File: src/rtl/decode_stage_pipe_if.sv
// Fetch-to-decode and decode-to-consumer handshake bundle for decode_stage_pipe.
// Signal names follow the stage's port list; slave is the stage, master is its environment.
interface decode_stage_pipe_if #(
   parameter int unsigned XLEN = 32,
   parameter int unsigned PC_W = 32
);
   logic            flush;
   logic            in_valid;
   logic            in_ready;
   logic [31:0]     in_instr;
   logic [PC_W-1:0] in_pc;
   logic            out_valid;
   logic            out_ready;
   logic [PC_W-1:0] out_pc;
   logic [6:0]      opcode;
   logic [2:0]      funct3;
   logic [6:0]      funct7;
   logic [4:0]      rs1;
   logic [4:0]      rs2;
   logic [4:0]      rd;
   logic [XLEN-1:0] imm;
   logic [2:0]      fmt;
   logic            rd_we;
   logic            rs1_used;
   logic            rs2_used;
   logic            illegal;

   modport slave (
      input  flush, in_valid, in_instr, in_pc, out_ready,
      output in_ready, out_valid, out_pc, opcode, funct3, funct7, rs1, rs2, rd,
             imm, fmt, rd_we, rs1_used, rs2_used, illegal
   );

   modport master (
      output flush, in_valid, in_instr, in_pc, out_ready,
      input  in_ready, out_valid, out_pc, opcode, funct3, funct7, rs1, rs2, rd,
             imm, fmt, rd_we, rs1_used, rs2_used, illegal
   );
endinterface

File: src/rtl/decode_stage_pipe.sv
// RV32I decode stage: combinational field/immediate/format decode written into a
// 2-entry skid buffer (head register drives outputs, skid register absorbs backpressure).
module decode_stage_pipe #(
   parameter int unsigned XLEN = 32,
   parameter int unsigned PC_W = 32
) (
   input  logic                  clk,
   input  logic                  reset,
   decode_stage_pipe_if.slave    bus
);

   localparam logic [2:0] FMT_R   = 3'd0;
   localparam logic [2:0] FMT_I   = 3'd1;
   localparam logic [2:0] FMT_S   = 3'd2;
   localparam logic [2:0] FMT_B   = 3'd3;
   localparam logic [2:0] FMT_U   = 3'd4;
   localparam logic [2:0] FMT_J   = 3'd5;
   localparam logic [2:0] FMT_ILL = 3'd7;

   typedef struct packed {
      logic [PC_W-1:0] pc;
      logic [6:0]      opcode;
      logic [2:0]      funct3;
      logic [6:0]      funct7;
      logic [4:0]      rs1;
      logic [4:0]      rs2;
      logic [4:0]      rd;
      logic [XLEN-1:0] imm;
      logic [2:0]      fmt;
      logic            rd_we;
      logic            rs1_used;
      logic            rs2_used;
      logic            illegal;
   } dec_t;

   dec_t        dec_c;
   dec_t        head_q, head_d;
   dec_t        skid_q, skid_d;
   logic [1:0]  count_q, count_d;
   logic [31:0] ins_c;
   logic [31:0] imm32_c;
   logic        acc_c;
   logic        ret_c;

   assign ins_c = bus.in_instr;

   // Decode of the offered instruction; only captured on accept.
   always_comb begin
      dec_c        = '0;
      imm32_c      = '0;
      dec_c.pc     = bus.in_pc;
      dec_c.opcode = ins_c[6:0];
      dec_c.funct3 = ins_c[14:12];
      dec_c.funct7 = ins_c[31:25];
      dec_c.rs1    = ins_c[19:15];
      dec_c.rs2    = ins_c[24:20];
      dec_c.rd     = ins_c[11:7];

      case (ins_c[6:0])
         7'b0110011:                         dec_c.fmt = FMT_R;
         7'b0010011, 7'b0000011, 7'b1100111,
         7'b0001111, 7'b1110011:             dec_c.fmt = FMT_I;
         7'b0100011:                         dec_c.fmt = FMT_S;
         7'b1100011:                         dec_c.fmt = FMT_B;
         7'b0110111, 7'b0010111:             dec_c.fmt = FMT_U;
         7'b1101111:                         dec_c.fmt = FMT_J;
         default:                            dec_c.fmt = FMT_ILL;
      endcase

      case (dec_c.fmt)
         FMT_I:   imm32_c = {{20{ins_c[31]}}, ins_c[31:20]};
         FMT_S:   imm32_c = {{20{ins_c[31]}}, ins_c[31:25], ins_c[11:7]};
         FMT_B:   imm32_c = {{19{ins_c[31]}}, ins_c[31], ins_c[7], ins_c[30:25],
                             ins_c[11:8], 1'b0};
         FMT_U:   imm32_c = {ins_c[31:12], 12'b0};
         FMT_J:   imm32_c = {{11{ins_c[31]}}, ins_c[31], ins_c[19:12], ins_c[20],
                             ins_c[30:21], 1'b0};
         default: imm32_c = '0;
      endcase
      dec_c.imm = XLEN'($signed(imm32_c));

      dec_c.rd_we    = ((dec_c.fmt == FMT_R) || (dec_c.fmt == FMT_I) ||
                        (dec_c.fmt == FMT_U) || (dec_c.fmt == FMT_J)) &&
                       (dec_c.rd != 5'd0);
      dec_c.rs1_used = (dec_c.fmt == FMT_R) || (dec_c.fmt == FMT_I) ||
                       (dec_c.fmt == FMT_S) || (dec_c.fmt == FMT_B);
      dec_c.rs2_used = (dec_c.fmt == FMT_R) || (dec_c.fmt == FMT_S) ||
                       (dec_c.fmt == FMT_B);
      dec_c.illegal  = (dec_c.fmt == FMT_ILL);
   end

   assign bus.in_ready  = (count_q != 2'd2);
   assign bus.out_valid = (count_q != 2'd0);
   assign acc_c         = bus.in_valid && (count_q != 2'd2);
   assign ret_c         = bus.out_ready && (count_q != 2'd0);

   // Buffer update; head holds its value when emptied so outputs stay stable.
   always_comb begin
      head_d  = head_q;
      skid_d  = skid_q;
      count_d = count_q;
      if (bus.flush) begin
         count_d = 2'd0;
      end else begin
         case (count_q)
            2'd0: begin
               if (acc_c) begin
                  head_d  = dec_c;
                  count_d = 2'd1;
               end
            end
            2'd1: begin
               case ({acc_c, ret_c})
                  2'b10: begin
                     skid_d  = dec_c;
                     count_d = 2'd2;
                  end
                  2'b01:   count_d = 2'd0;
                  2'b11:   head_d  = dec_c;
                  default: ;
               endcase
            end
            2'd2: begin
               if (ret_c) begin
                  head_d  = skid_q;
                  count_d = 2'd1;
               end
            end
            default: count_d = 2'd0;
         endcase
      end
   end

   always_ff @(posedge clk) begin
      if (reset) begin
         head_q  <= '0;
         skid_q  <= '0;
         count_q <= 2'd0;
      end else begin
         head_q  <= head_d;
         skid_q  <= skid_d;
         count_q <= count_d;
      end
   end

   assign bus.out_pc   = head_q.pc;
   assign bus.opcode   = head_q.opcode;
   assign bus.funct3   = head_q.funct3;
   assign bus.funct7   = head_q.funct7;
   assign bus.rs1      = head_q.rs1;
   assign bus.rs2      = head_q.rs2;
   assign bus.rd       = head_q.rd;
   assign bus.imm      = head_q.imm;
   assign bus.fmt      = head_q.fmt;
   assign bus.rd_we    = head_q.rd_we;
   assign bus.rs1_used = head_q.rs1_used;
   assign bus.rs2_used = head_q.rs2_used;
   assign bus.illegal  = head_q.illegal;

endmodule
File: src/flat_wrapper.sv
// flat-port wrapper written by rule: the top's interface ports become plain ports
module decode_stage_pipe_flat 
#(
   parameter int unsigned XLEN = 32,
   parameter int unsigned PC_W = 32
)
  (clk, reset, bus_flush, bus_in_valid, bus_in_instr, bus_in_pc, bus_out_ready, bus_in_ready, bus_out_valid, bus_out_pc, bus_opcode, bus_funct3, bus_funct7, bus_rs1, bus_rs2, bus_rd, bus_imm, bus_fmt, bus_rd_we, bus_rs1_used, bus_rs2_used, bus_illegal);
  decode_stage_pipe_if #(.XLEN(XLEN), .PC_W(PC_W)) bus_i ();
  input  logic clk;
  input  logic reset;
  input wire logic [$bits(bus_i.flush)-1:0] bus_flush;
  input wire logic [$bits(bus_i.in_valid)-1:0] bus_in_valid;
  input wire logic [$bits(bus_i.in_instr)-1:0] bus_in_instr;
  input wire logic [$bits(bus_i.in_pc)-1:0] bus_in_pc;
  input wire logic [$bits(bus_i.out_ready)-1:0] bus_out_ready;
  output wire logic [$bits(bus_i.in_ready)-1:0] bus_in_ready;
  output wire logic [$bits(bus_i.out_valid)-1:0] bus_out_valid;
  output wire logic [$bits(bus_i.out_pc)-1:0] bus_out_pc;
  output wire logic [$bits(bus_i.opcode)-1:0] bus_opcode;
  output wire logic [$bits(bus_i.funct3)-1:0] bus_funct3;
  output wire logic [$bits(bus_i.funct7)-1:0] bus_funct7;
  output wire logic [$bits(bus_i.rs1)-1:0] bus_rs1;
  output wire logic [$bits(bus_i.rs2)-1:0] bus_rs2;
  output wire logic [$bits(bus_i.rd)-1:0] bus_rd;
  output wire logic [$bits(bus_i.imm)-1:0] bus_imm;
  output wire logic [$bits(bus_i.fmt)-1:0] bus_fmt;
  output wire logic [$bits(bus_i.rd_we)-1:0] bus_rd_we;
  output wire logic [$bits(bus_i.rs1_used)-1:0] bus_rs1_used;
  output wire logic [$bits(bus_i.rs2_used)-1:0] bus_rs2_used;
  output wire logic [$bits(bus_i.illegal)-1:0] bus_illegal;
  assign bus_i.flush = bus_flush;
  assign bus_i.in_valid = bus_in_valid;
  assign bus_i.in_instr = bus_in_instr;
  assign bus_i.in_pc = bus_in_pc;
  assign bus_i.out_ready = bus_out_ready;
  assign bus_in_ready = bus_i.in_ready;
  assign bus_out_valid = bus_i.out_valid;
  assign bus_out_pc = bus_i.out_pc;
  assign bus_opcode = bus_i.opcode;
  assign bus_funct3 = bus_i.funct3;
  assign bus_funct7 = bus_i.funct7;
  assign bus_rs1 = bus_i.rs1;
  assign bus_rs2 = bus_i.rs2;
  assign bus_rd = bus_i.rd;
  assign bus_imm = bus_i.imm;
  assign bus_fmt = bus_i.fmt;
  assign bus_rd_we = bus_i.rd_we;
  assign bus_rs1_used = bus_i.rs1_used;
  assign bus_rs2_used = bus_i.rs2_used;
  assign bus_illegal = bus_i.illegal;
  decode_stage_pipe #(.XLEN(XLEN), .PC_W(PC_W)) u_core (.clk(clk), .reset(reset), .bus(bus_i));
endmodule
File: config.mk
export PLATFORM = sky130hd
export DESIGN_NAME = decode_stage_pipe_flat
export DESIGN_NICKNAME = d
export VERILOG_FILES = /design/src/rtl/decode_stage_pipe_if.sv /design/src/rtl/decode_stage_pipe.sv /design/src/flat_wrapper.sv
export SDC_FILE = /design/constraint.sdc
export NUM_CORES = 1
export LEC_CHECK = 0
export CORE_ASPECT_RATIO = 1.25
export CORE_MARGIN = 2
export CORE_UTILIZATION = 56
export CTS_CLUSTER_SIZE = 14
export DETAILED_ROUTE_END_ITERATION = 10
export HOLD_SLACK_MARGIN = 0.05
export PLACE_DENSITY = 0.86
export REMOVE_ABC_BUFFERS = 1
export SLEW_MARGIN = 40
export SYNTH_ARGS = -nofsm -noshare
export SYNTH_HDL_FRONTEND = slang
export SYNTH_SLANG_ARGS = --single-unit
File: constraint.sdc
create_clock -name clk -period 2.85 [get_ports clk]
set_input_delay 0.57 -clock clk [delete_from_list [all_inputs] [get_ports clk]]
set_output_delay 0.57 -clock clk [all_outputs]
set_load 0.01 [all_outputs]
==> results.md, run 1 <==
| Group | Quantity | Value |
|:---|:---|:---|
| yosys | Share of synthesized flip-flops with an asynchronous set or reset | 0 |
| placed design | Routability-driven placement congestion ratio | 0.881 |
| timing | Final Max Slew Viols | 0 |
| global routing | Overall track demand over capacity in global routing | 0.277 |
| setup path | Setup crit start kind | flip-flop |
| power | Cell Int Power | 4940 uW |
| timing | Maximum frequency from static timing analysis | 394 MHz |
| yosys | Number of storage elements in the synthesis netlist | 208 |
| global routing | Largest net degree at the start of global routing | 108 |
| setup path | CP cell instances | nor2b_4 -> clkinv_2 -> clkdlybuf4s50_1 |
| die | Core area | 0.0154 sq mm |
| run status | Outcome | finished clean |
| layout | Net count reported at finish | 1,287 |
| yosys | Synthesized area | 0.00878 sq mm |
| power | Sequential power share | 0.474 |
| global routing | Number of global-route vias before repair | 7,815 |
| timing | Final min period | 2.54 ns |
| route | Final routed wirelength across all metal layers | 23,500 um |
| die | I/O pin cnt | 174 |
| route | Via-per-instance ratio | 5.79 |
| layout | Finished Core Util | 0.738 |
| global routing | Initial antenna violation count | 0 |
| route | Initial detailed-routing violation count | 748 |
| min path | Path type of the worst min-delay path | flip-flop to flip-flop |
| clock network | # Post-CTS Setup Buffers | 0 |
| power | Power share of the clock group | 0.406 |
| route | Wire length per cell | 16.3 um |
| clock network | Number of hold buffers added after cts | 0 |
| die | Initial Util | 0.568 |
| clock network | Cell at the root of the clock tree | sky130_fd_sc_hd__clkbuf_16 |
| clock network | Clock-pin slew reported for the worst setup and hold paths after clock tree synthesis | 0.06 ns |
| power | Logic gate share of total power | 0.121 |
| yosys | Syn avg cell area | 8.07 sq um |
| yosys | Sequential area share after synthesis | 0.474 |
| global routing | Wire length of the first global-routing pass | 38,200 um |
| power | Leakage power figure | 0.00389 uW |
| layout | Syn-to-layout area delta | 29.8% |
| clock network | H-Tree Level Count | 1 |
| setup path | Critical path data required time | 2.28 ns |
| route | DR vias | 8,355 |
| power | Peak supply drop | 0.000451 V |
| die | Site Rows | 51 |
| power | Net Switching | 1540 uW |
| clock network | Post-cts sizing count | 0 |
| yosys | Yosys warns | 0 |
| layout | Count of filler cells inserted in the layout | 1,165 |
| flow run | Number of max-cap violations | 0 |
| clock network | Clock Sink Count | 208 |
| placed design | Port-buffer cells | 173 |
| clock network | Maximum buffer depth of the clock tree | 3 |
| timing | Number of failing hold endpoints at the final stage | 0 |
| setup path | Capturing element type of the critical path | output port |
| yosys | Unique cell type count in the Yosys netlist | 63 |
| power | Switching part of the total | 0.238 |
| setup path | Setup CP Type | flip-flop to output port |
| layout | Area of combinational cells with multiple inputs | 0.00420 sq mm |
| layout | Share of final-layout standard cells stronger than drive strength 1 | 0.0844 |
| die | Floorplan die area | 0.0167 sq mm |
| yosys | Ys flop type | sky130_fd_sc_hd__dfxtp_1 |
| yosys | Number of instances in the synthesized netlist | 1,088 |
| route | Detailed-routing iteration count for the pre-antenna-repair pass | 5 |
| setup path | CP max-delay cell | sky130_fd_sc_hd__clkdlybuf4s50_1 |
| placed design | HPWL after detailed placement | 15,000 um |
| timing | Slew headroom | 0.505 |
| clock network | TritonCTS clock tree | done |
| setup path | Arrival time of the worst setup path | 1.97 ns |
| die | Die boundary height | 144 um |
| die | Horizontal die dimension | 116 um |
| timing | Number of failing setup endpoints in the final timing report | 0 |
| setup path | Delay of the slowest critical-path stage | 0.58 ns |
| setup path | Largest fanout on the critical path | 17 |
| timing | Layout Skew | 0.00884 ns |
| timing | Fin crit share | 0.890 |
| timing | Least-Margin Pin Slew | 0.740 ns |
| layout | Area occupied by registers | 0.00416 sq mm |
| timing | Setup TNS after final layout | 0 ns |
| timing | Unrepaired setup endpoints after global routing | no |
| clock network | Clock latency of the later-clocked register in the worst-skew pair | 0.48 ns |
| yosys | Number of synthesized flops with an enable pin | 0 |
| global routing | Total overflow reported by the global router | 0 |
| clock network | Total CTS buffers | 20 |
| route | DRC Markers | 0 |
| power | Pwr Density | 569 mW/mm^2 |
| route | Count of nets left with antenna violations after detail routing | 0 |
| layout | Antenna Diode Count | 0 |
-- registers in the layout (all words and copies together) (netlist names) --
name                 count
u_core.bus.fmt           3
u_core.bus.rs1_used      1
u_core.bus.out_pc       32
u_core.bus.rd            5
u_core.bus.illegal       1
u_core.bus.funct7        7
u_core.count_q           2
u_core.bus.rs1           5
u_core.bus.rs2_used      1
u_core.skid_q          103
u_core.bus.rd_we         1
u_core.bus.funct3        3
u_core.bus.imm          32
u_core.bus.opcode        7
u_core.bus.rs2           5
-- per-stage QoR --
| stage | setup slack (ns) | std cells | hold WS [ns] | power, uW | cell area [sq um] |
|---|---|---|---|---|---|
| detailed placement | 0.0732 | 1408 | 0.447 | 3910 | 10700 |
| global placement | 0.150 | 1408 | 0.441 | 3900 | 10700 |
| global route | 0.235 | 1444 | 0.468 | 6730 | 11400 |
| floorplan | -3.16 | 989 | 0.431 | 3450 | 8350 |
| CTS | 0.309 | 1444 | 0.453 | 6530 | 11400 |
| finish | 0.314 | 1444 | 0.454 | 6480 | 11400 |
-- layout by cell type, fill, tap and decap left out, drive strengths merged, types with 4 or more instances in the layout --
cell and count:
dfxtp 208, clkbuf 31, o21ai 29, nor2b 4, nor2 125, or3 4
a21oi 85, nor3 16, a311oi 66, buf 35, nand2b 7, a211oi 39
o2bb2ai 12, o211ai 4, clkdlybuf4s50 172, clkinv 5, nand2 306, a31oi 5
a22oi 7, a32oi 5, a221oi 19
-- area by class of cell --
| type | instances | area share |
|---|---|---|
| Timing Repair Buffer | 207 | 0.184 |
| Clock inverter | 5 | 0.00439 |
| Tap cell | 212 | 0.0233 |
| Clock buffer | 31 | 0.0529 |
| Inverter | 4 | 0.00143 |
| Sequential cell | 208 | 0.365 |
| Multi-Input combinational cell | 777 | 0.369 |
-- power groups by stage --
stage	sequential (uW)	combinational, uW	clock (uW)
2_1_floorplan	3170	279	0
3_3_place_gp	3130	766	0
3_5_place_dp	3130	778	0
4_1_cts	3070	782	2670
5_1_grt	3080	851	2800
6_report	3070	782	2630
-- worst paths after layout --
kind	end	start	slack, ns	cells after the start
max reg2reg	u_core.skid_q[17]$_SDFFE_PP0P_	u_core.count_q[0]$_SDFFE_PP0P_	0.79	6
max	bus_in_ready	u_core.count_q[1]$_SDFFE_PP0P_	0.31	3
min reg2reg	u_core.skid_q[54]$_SDFFE_PP0P_	u_core.skid_q[54]$_SDFFE_PP0P_	0.45	2
min	u_core.skid_q[54]$_SDFFE_PP0P_	u_core.skid_q[54]$_SDFFE_PP0P_	0.45	2
-- Yosys cell counts (3+ instances only) --
cell	number	area (sq um)
sky130_fd_sc_hd__nand3_1	3	15.0
sky130_fd_sc_hd__a21oi_2	4	35.0
sky130_fd_sc_hd__a311oi_1	66	578
sky130_fd_sc_hd__o2bb2ai_1	12	105
sky130_fd_sc_hd__nor2_1	122	458
sky130_fd_sc_hd__dfxtp_1	208	4160
sky130_fd_sc_hd__a22oi_1	7	52.6
sky130_fd_sc_hd__a31oi_1	5	31.3
sky130_fd_sc_hd__buf_2	40	200
sky130_fd_sc_hd__nand2_1	306	1150
sky130_fd_sc_hd__nand2b_1	7	43.8
sky130_fd_sc_hd__o21ai_1	3	15.0
sky130_fd_sc_hd__a221oi_1	9	78.8
sky130_fd_sc_hd__a32oi_1	5	43.8
sky130_fd_sc_hd__nor3_1	14	70.1
sky130_fd_sc_hd__or3_1	4	25.0
sky130_fd_sc_hd__clkbuf_1	56	210
sky130_fd_sc_hd__a221oi_2	10	150
sky130_fd_sc_hd__a211oi_2	9	113
sky130_fd_sc_hd__inv_1	3	11.3
sky130_fd_sc_hd__o211ai_1	4	30.0
sky130_fd_sc_hd__and3b_1	3	26.3
sky130_fd_sc_hd__o21ai_0	25	125
sky130_fd_sc_hd__a21o_1	3	22.5
sky130_fd_sc_hd__nor2b_1	4	25.0
sky130_fd_sc_hd__a211oi_1	29	218
sky130_fd_sc_hd__a21oi_1	81	405
-- critical path: cells and delay by family, from the launching register on --
family,cells,cell delay (ns)
buf+inv,2,0.86
flops,1,0.42
simple gates,1,0.20
-- cells by family after synthesis --
kind of cell / synth area share
xor gates and xnor gates: 0.000998
buffers and inverters: 0.0502
and+or+nand+nor: 0.227
AOI/OAI and AO/OA: 0.246
DFF: 0.474
muxes: 0.00114
-- routing by layer --
metal	global-route usage	vias up	wire [um]
li1	-	4057	-
met1	0.366	3985	9990
met2	0.479	270	11700
met3	0.0277	43	1240
met4	0.0865	0	562
met5	0	-	0
No activity file was read; power rests on OpenSTA's default activity.
==> run 2: changes to the inputs <==
Settings changed: CELL_PAD_IN_SITES_DETAIL_PLACEMENT set to 1, CELL_PAD_IN_SITES_GLOBAL_PLACEMENT set to 1, CORE_ASPECT_RATIO 1.25 to unset, CORE_UTILIZATION 56 to 42, CTS_BUF_LIST set to sky130_fd_sc_hd__clkbuf_4, PLACE_DENSITY 0.86 to unset, PLACE_DENSITY_LB_ADDON set to 0.1.
==> results.md, run 2 (same netlist as run 1, synthesis figures left out) <==
| Group | Quantity | Value | vs previous |
|:---|:---|:---|:---|
| layout | Finished Core Util | 0.571 | -0.167 |
| die | Core area | 0.0204 sq mm | +32% |
| layout | Number of flip-flops in the largest register | 103 | unchanged |
| die | Horizontal die dimension | 149 um | +28% |
| clock network | H-Tree Level Count | 2 | +1 |
| route | DR vias | 8,666 | +3.7% |
| timing | Final Max Slew Viols | 0 | unchanged |
| min path | Min-Delay Startpoint | reset |  |
| clock network | Total CTS buffers | 54 | +170% |
| layout | Top register by number of flip-flops | u_core.skid_q |  |
| global routing | Wire length of the first global-routing pass | 45,300 um | +18% |
| layout | Count of filler cells inserted in the layout | 2,457 | +110% |
| route | DRC Markers | 0 | unchanged |
| layout | Area of combinational cells with multiple inputs | 0.00421 sq mm | +0.15% |
| setup path | CP max-delay cell | sky130_fd_sc_hd__dfxtp_1 |  |
| global routing | Initial antenna violation count | 1 | +1 |
| layout | Net count reported at finish | 1,338 | +4.0% |
| global routing | Total overflow reported by the global router | 0 | unchanged |
| power | Pwr Density | 552 mW/mm^2 | -2.9% |
| timing | Number of failing hold endpoints at the final stage | 0 | unchanged |
| global routing | Number of global-route vias before repair | 8,858 | +13% |
| clock network | Clock Sink Count | 208 | unchanged |
| clock network | Clock latency of the later-clocked register in the worst-skew pair | 0.66 ns | +0.18 ns |
| setup path | Capturing element type of the critical path | output port |  |
| timing | Least-Margin Pin Slew | 0.819 ns | +0.0786 ns |
| die | Site Rows | 52 | +2.0% |
| flow run | Number of max-cap violations | 0 | unchanged |
| clock network | Clock-pin slew reported for the worst setup and hold paths after clock tree synthesis | 0.06 ns | about the same |
| setup path | Reg-to-Reg Start | u_core.count_q[0]$_SDFFE_PP0P_ |  |
| clock network | Maximum buffer depth of the clock tree | 3 | unchanged |
| layout | Commonest non-fill, non-tap cell in the layout | sky130_fd_sc_hd__nand2_1 |  |
| layout | Syn-to-layout area delta | 32.4% |  |
| route | Initial detailed-routing violation count | 408 | -45% |
| timing | Maximum frequency from static timing analysis | 377 MHz | -4.4% |
| run status | Outcome | finished clean |  |
| die | Initial Util | 0.431 | -0.137 |
| placed design | HPWL after detailed placement | 18,000 um | +20% |
| global routing | Largest net degree at the start of global routing | 91 | -16% |
| route | Wire length per cell | 17.8 um | +9.5% |
| clock network | Post-cts sizing count | 1 | +1 |
| timing | Final min period | 2.65 ns | +0.117 ns |
| layout | Area occupied by registers | 0.00416 sq mm | unchanged |
| setup path | Delay of the slowest critical-path stage | 0.44 ns | -0.14 ns |
| power | Power Total | 6420 uW | -1.0% |
| placed design | Port-buffer cells | 173 | unchanged |
| setup path | Critical path data required time | 2.28 ns | about the same |
| timing | Slew headroom | 0.454 | -0.0506 |
| placed design | Routability-driven placement congestion ratio | 0.919 | +4.3% |
| route | Detailed-routing iteration count for the pre-antenna-repair pass | 5 | unchanged |
| timing | Number of failing setup endpoints in the final timing report | 0 | unchanged |
| route | Count of nets left with antenna violations after detail routing | 0 | unchanged |
| clock network | Cell at the root of the clock tree | sky130_fd_sc_hd__clkbuf_4 |  |
| setup path | Setup crit start kind | flip-flop |  |
| clock network | TritonCTS clock tree | done |  |
| die | Die boundary height | 149 um | +3.2% |
| layout | Highest-count cells in the layout ignoring fill and taps | 306 x sky130_fd_sc_hd__nand2_1, 208 x sky130_fd_sc_hd__dfxtp_1, 171 x sky130_fd_sc_hd__clkdlybuf4s50_1, 121 x sky130_fd_sc_hd__nor2_1, 85 x sky130_fd_sc_hd__clkbuf_4 |  |
| timing | Layout Skew | 0.0292 ns | +0.0204 ns |
| die | I/O pin cnt | 174 | unchanged |
| setup path | CP cell instances | nor2b_4 -> clkinv_2 -> dlygate4sd2_1 |  |
| route | Final routed wirelength across all metal layers | 28,100 um | +19% |
| setup path | Setup CP Type | flip-flop to output port |  |
| global routing | Overall track demand over capacity in global routing | 0.251 | -0.0266 |
| timing | Fin crit share | 0.931 | +0.0411 |
| setup path | Worst setup path startpoint | u_core.count_q[1]$_SDFFE_PP0P_ |  |
| layout | Share of final-layout standard cells stronger than drive strength 1 | 0.136 | +0.0514 |
| setup path | Total buffers and inverters traversed by the critical path | 2 | unchanged |
| setup path | Arrival time of the worst setup path | 2.08 ns | +0.11 ns |
| min path | Path type of the worst min-delay path | primary input to flip-flop |  |
| power | Leakage power figure | 0.00404 uW | +4.0% |
| clock network | Number of hold buffers added after cts | 0 | unchanged |
| route | Via-per-instance ratio | 5.50 | -4.9% |
| timing | Unrepaired setup endpoints after global routing | no |  |
| clock network | # Post-CTS Setup Buffers | 0 | unchanged |
| die | Floorplan die area | 0.0221 sq mm | +32% |
| placed design | Place WS | 0.111 ns | +0.0376 ns |
| power | Peak supply drop | 0.000332 V | -26% |
| timing | Final worst-path setup slack | 0.197 ns | -0.117 ns |
| setup path | Largest fanout on the critical path | 12 | -5 |
| setup path | Crit-path leading delay family | buffers and inverters |  |
## run 2: cell count changes in the layout (fill, tap and decap cells not counted), moves of 2 or more
| cell | before | now |
|---|---|---|
| sky130_fd_sc_hd__clkinv_2 | 5 | 1 |
| sky130_fd_sc_hd__clkbuf_4 | 0 | 85 |
| sky130_fd_sc_hd__buf_4 | 25 | 42 |
| sky130_fd_sc_hd__clkinv_1 | 0 | 4 |
| sky130_fd_sc_hd__clkbuf_8 | 4 | 0 |
| sky130_fd_sc_hd__clkbuf_1 | 6 | 0 |
| sky130_fd_sc_hd__diode_2 | 0 | 2 |
| sky130_fd_sc_hd__clkbuf_16 | 21 | 0 |
## run 2: worst paths after layout
check,end,slack (ns),cells past startpoint
max reg2reg,u_core.bus.imm[21]$_SDFFE_PP0P_,0.74,5
max,bus_in_ready,0.20,3
min reg2reg,u_core.bus.out_pc[17]$_SDFFE_PP0P_,0.45,2
min,u_core.skid_q[50]$_SDFFE_PP0P_,0.40,2
## run 2: cell type report
cell class,count,area share
diodes,2,0.000431
clock buffers,85,0.0549
clock inverters,5,0.00205
inverters,4,0.00140
multi-input cells,777,0.362
flip-flops and latches,208,0.358
well taps,270,0.0291
repair buffers,224,0.192
## run 2: layer usage
| metal | part of all wire | wire, um | vias to the layer above | track usage |
|---|---|---|---|---|
| li1 | - | - | 4189 | - |
| met1 | 0.45 | 12800 | 4215 | 0.330 |
| met2 | 0.48 | 13500 | 218 | 0.427 |
| met3 | 0.045 | 1250 | 44 | 0.0337 |
| met4 | 0.022 | 626 | 0 | 0.0824 |
| met5 | 0 | 0 | - | 0 |
## run 2: per-stage QoR
step	setup TNS [ns]	hold WS (ns)	cells	cell area (sq um)
after floorplan	-416.03	0.431	989	8350
after global routing	0	0.399	1575	11600
after global placement	-1.14	0.442	1483	10900
after detailed placement	0	0.447	1483	11000
final	0	0.403	1575	11600
after CTS	0	0.358	1573	11600
## run 2: worst reg2reg max path, stage by stage (launching register included)
cell and delay (ns):
sky130_fd_sc_hd__dfxtp_1 0.47, sky130_fd_sc_hd__nor2b_4 0.11, sky130_fd_sc_hd__clkinv_2 0.21, sky130_fd_sc_hd__buf_4 0.72, sky130_fd_sc_hd__o21ai_0 0.24, sky130_fd_sc_hd__a221oi_2 0.27
## run 2: power breakdown
part	leakage [uW]	total (uW)	switching, uW	internal (uW)
sequential	0.00169	3070	57.2	3010
clock	0.000401	2520	1190	1330
combinational	0.00195	826	428	398
==> run 3: changes to the inputs <==
Settings changed: GPL_ROUTABILITY_DRIVEN set to 0, SKIP_CTS_REPAIR_TIMING set to 1.
==> results.md, run 3 (same netlist as run 1, synthesis figures left out) <==
| Group | Quantity | Value | vs previous |
|:---|:---|:---|:---|
| route | DR vias | 8,684 | +0.21% |
| setup path | Capturing element type of the critical path | output port |  |
| global routing | Initial antenna violation count | 1 | unchanged |
| setup path | Setup crit start kind | flip-flop |  |
| die | Initial Util | 0.431 | unchanged |
| clock network | H-Tree Level Count | 2 | unchanged |
| layout | Highest-count cells in the layout ignoring fill and taps | 306 x sky130_fd_sc_hd__nand2_1, 208 x sky130_fd_sc_hd__dfxtp_1, 171 x sky130_fd_sc_hd__clkdlybuf4s50_1, 121 x sky130_fd_sc_hd__nor2_1, 85 x sky130_fd_sc_hd__clkbuf_4 |  |
| timing | Number of failing setup endpoints in the final timing report | 0 | unchanged |
| timing | Final Max Slew Viols | 0 | unchanged |
| power | Power share of the clock group | 0.393 | about the same |
| placed design | Placed Area | 0.0110 sq mm | unchanged |
| min path | Path type of the worst min-delay path | primary input to flip-flop |  |
| die | Floorplan die area | 0.0221 sq mm | unchanged |
| timing | Worst Hold Slack | 0.401 ns | -0.00208 ns |
| setup path | Path depth of the worst reg2reg path | 5 | unchanged |
| clock network | Clock-pin slew reported for the worst setup and hold paths after clock tree synthesis | 0.06 ns | about the same |
| placed design | Place WS | 0.111 ns | unchanged |
| placed design | HPWL after detailed placement | 18,000 um | unchanged |
| setup path | Worst setup path startpoint | u_core.count_q[1]$_SDFFE_PP0P_ |  |
| global routing | Number of global-route vias before repair | 8,858 | unchanged |
| power | Switching part of the total | 0.261 | about the same |
| timing | Maximum frequency from static timing analysis | 392 MHz | +4.1% |
| layout | Finished Core Util | 0.571 | about the same |
| setup path | Largest fanout on the critical path | 12 | unchanged |
| run status | Outcome | finished clean |  |
| timing | Layout Skew | 0.0300 ns | +0.000790 ns |
| power | Logic gate share of total power | 0.129 | about the same |
| route | Via-per-instance ratio | 5.51 | +0.21% |
| power | Cell Int Power | 4740 uW | about the same |
| setup path | Reg-to-Reg Start | u_core.count_q[0]$_SDFFE_PP0P_ |  |
| setup path | Worst setup path end | bus_in_ready |  |
| layout | Syn-to-layout area delta | 32.5% | about the same |
| die | I/O pin cnt | 174 | unchanged |
| layout | Number of flip-flops in the largest register | 103 | unchanged |
| route | Count of nets left with antenna violations after detail routing | 0 | unchanged |
| layout | Share of final-layout standard cells stronger than drive strength 1 | 0.136 | unchanged |
| route | DRC Markers | 0 | unchanged |
| route | Wire length per cell | 17.8 um | about the same |
| setup path | Arrival time of the worst setup path | 1.98 ns | -0.10 ns |
| route | Final routed wirelength across all metal layers | 28,100 um | about the same |
| global routing | Largest net degree at the start of global routing | 91 | unchanged |
| power | Pwr Density | 552 mW/mm^2 | about the same |
| die | Site Rows | 52 | unchanged |
| timing | Final min period | 2.55 ns | -0.104 ns |
| flow run | Number of max-cap violations | 0 | unchanged |
| setup path | Critical path data required time | 2.28 ns | about the same |
| setup path | Register-to-register setup slack | 0.74 ns | about the same |
| die | Horizontal die dimension | 149 um | unchanged |
| layout | Commonest non-fill, non-tap cell in the layout | sky130_fd_sc_hd__nand2_1 |  |
| power | Peak supply drop | 0.000332 V | -0.16% |
| power | Leakage power figure | 0.00404 uW | about the same |
| timing | Number of failing hold endpoints at the final stage | 0 | unchanged |
| die | Core area | 0.0204 sq mm | unchanged |
| clock network | Total CTS buffers | 54 | unchanged |
| clock network | TritonCTS clock tree | done |  |
| timing | Least-Margin Pin Slew | 0.815 ns | -0.00374 ns |
| layout | Final Instance Area | 0.0116 sq mm | about the same |
| clock network | Clock Sink Count | 208 | unchanged |
| timing | Slew headroom | 0.457 | +0.00249 |
| timing | Unrepaired setup endpoints after global routing | no |  |
| layout | Net count reported at finish | 1,338 | unchanged |
| timing | Fin crit share | 0.894 | -0.0365 |
| power | Net Switching | 1670 uW | about the same |
| setup path | Reg-to-Reg End | u_core.bus.imm[21]$_SDFFE_PP0P_ |  |
| clock network | Clock latency of the later-clocked register in the worst-skew pair | 0.66 ns | about the same |
| global routing | Wire length of the first global-routing pass | 45,300 um | unchanged |
| layout | Top register by number of flip-flops | u_core.skid_q |  |
| clock network | Maximum buffer depth of the clock tree | 3 | unchanged |
| route | Detailed-routing iteration count for the pre-antenna-repair pass | 4 | -1 |
| clock network | Cell at the root of the clock tree | sky130_fd_sc_hd__clkbuf_4 |  |
| setup path | Setup CP Type | flip-flop to output port |  |
| timing | Final worst-path setup slack | 0.301 ns | +0.104 ns |
| die | Die boundary height | 149 um | unchanged |
| route | Initial detailed-routing violation count | 462 | +13% |
| power | Sequential power share | 0.478 | about the same |
| global routing | Total overflow reported by the global router | 0 | unchanged |
| placed design | Port-buffer cells | 173 | unchanged |
| global routing | Overall track demand over capacity in global routing | 0.251 | unchanged |
run 3: changes by cell type in the layout (fill, tap and decap cells not counted):
| cell | before | now |
|---|---|---|
| sky130_fd_sc_hd__dlygate4sd2_1 | 1 | 0 |
| sky130_fd_sc_hd__dlymetal6s2s_1 | 0 | 1 |
run 3: power groups by stage:
stage / Clock [uW] / Combinational, uW / Sequential (uW)
after floorplan: 0 / 279 / 3170
after global placement: 0 / 809 / 3130
after detailed placement: 0 / 826 / 3140
after CTS: 2600 / 830 / 3070
after global routing: 2750 / 895 / 3080
final: 2520 / 827 / 3070
run 3: stage by stage:
stage	std cells	setup TNS (ns)	total power, uW
2_1_floorplan	989	-416.03	3450
3_3_place_gp	1483	-1.14	3940
3_5_place_dp	1483	0	3960
4_1_cts	1573	-0.0758	6500
5_1_grt	1575	0	6730
6_report	1575	0	6420
run 3: worst min path at each step:
stage / depth (start not counted) / start / to / slack [ns]
finish: 2 / reset / u_core.skid_q[50]$_SDFFE_PP0P_ / 0.40
floorplan: 2 / u_core.skid_q[100]$_SDFFE_PP0P_ / u_core.skid_q[100]$_SDFFE_PP0P_ / 0.43
global route: 2 / reset / u_core.skid_q[50]$_SDFFE_PP0P_ / 0.40
detailed placement: 2 / u_core.skid_q[44]$_SDFFE_PP0P_ / u_core.skid_q[44]$_SDFFE_PP0P_ / 0.45
global placement: 2 / u_core.skid_q[98]$_SDFFE_PP0P_ / u_core.skid_q[98]$_SDFFE_PP0P_ / 0.44
CTS: 2 / reset / u_core.skid_q[14]$_SDFFE_PP0P_ / 0.36
run 3: critical path, stage by stage, from the launching register on:
cell and delay, ns:
sky130_fd_sc_hd__dfxtp_1 0.45, sky130_fd_sc_hd__nor2b_4 0.30, sky130_fd_sc_hd__clkinv_2 0.27, sky130_fd_sc_hd__dlymetal6s2s_1 0.31
run 3: area by class of cell:
type,count,area (sq um)
Antenna cell,2,5.00
Clock buffer,85,638
Clock inverter,5,23.8
Fill cell,2454,8740
Inverter,4,16.3
Multi-Input combinational cell,777,4210
Sequential cell,208,4160
Tap cell,270,338
Timing Repair Buffer,224,2230
run 3: metal layers:
metal  vias to the layer above  GRT usage  wire length (um)
met3                        45     0.0337              1250
met1                      4223      0.330             12700
li1                       4189          -                 -
met4                         0     0.0824               638
met2                       227      0.427             13500
met5                         -          0                 0
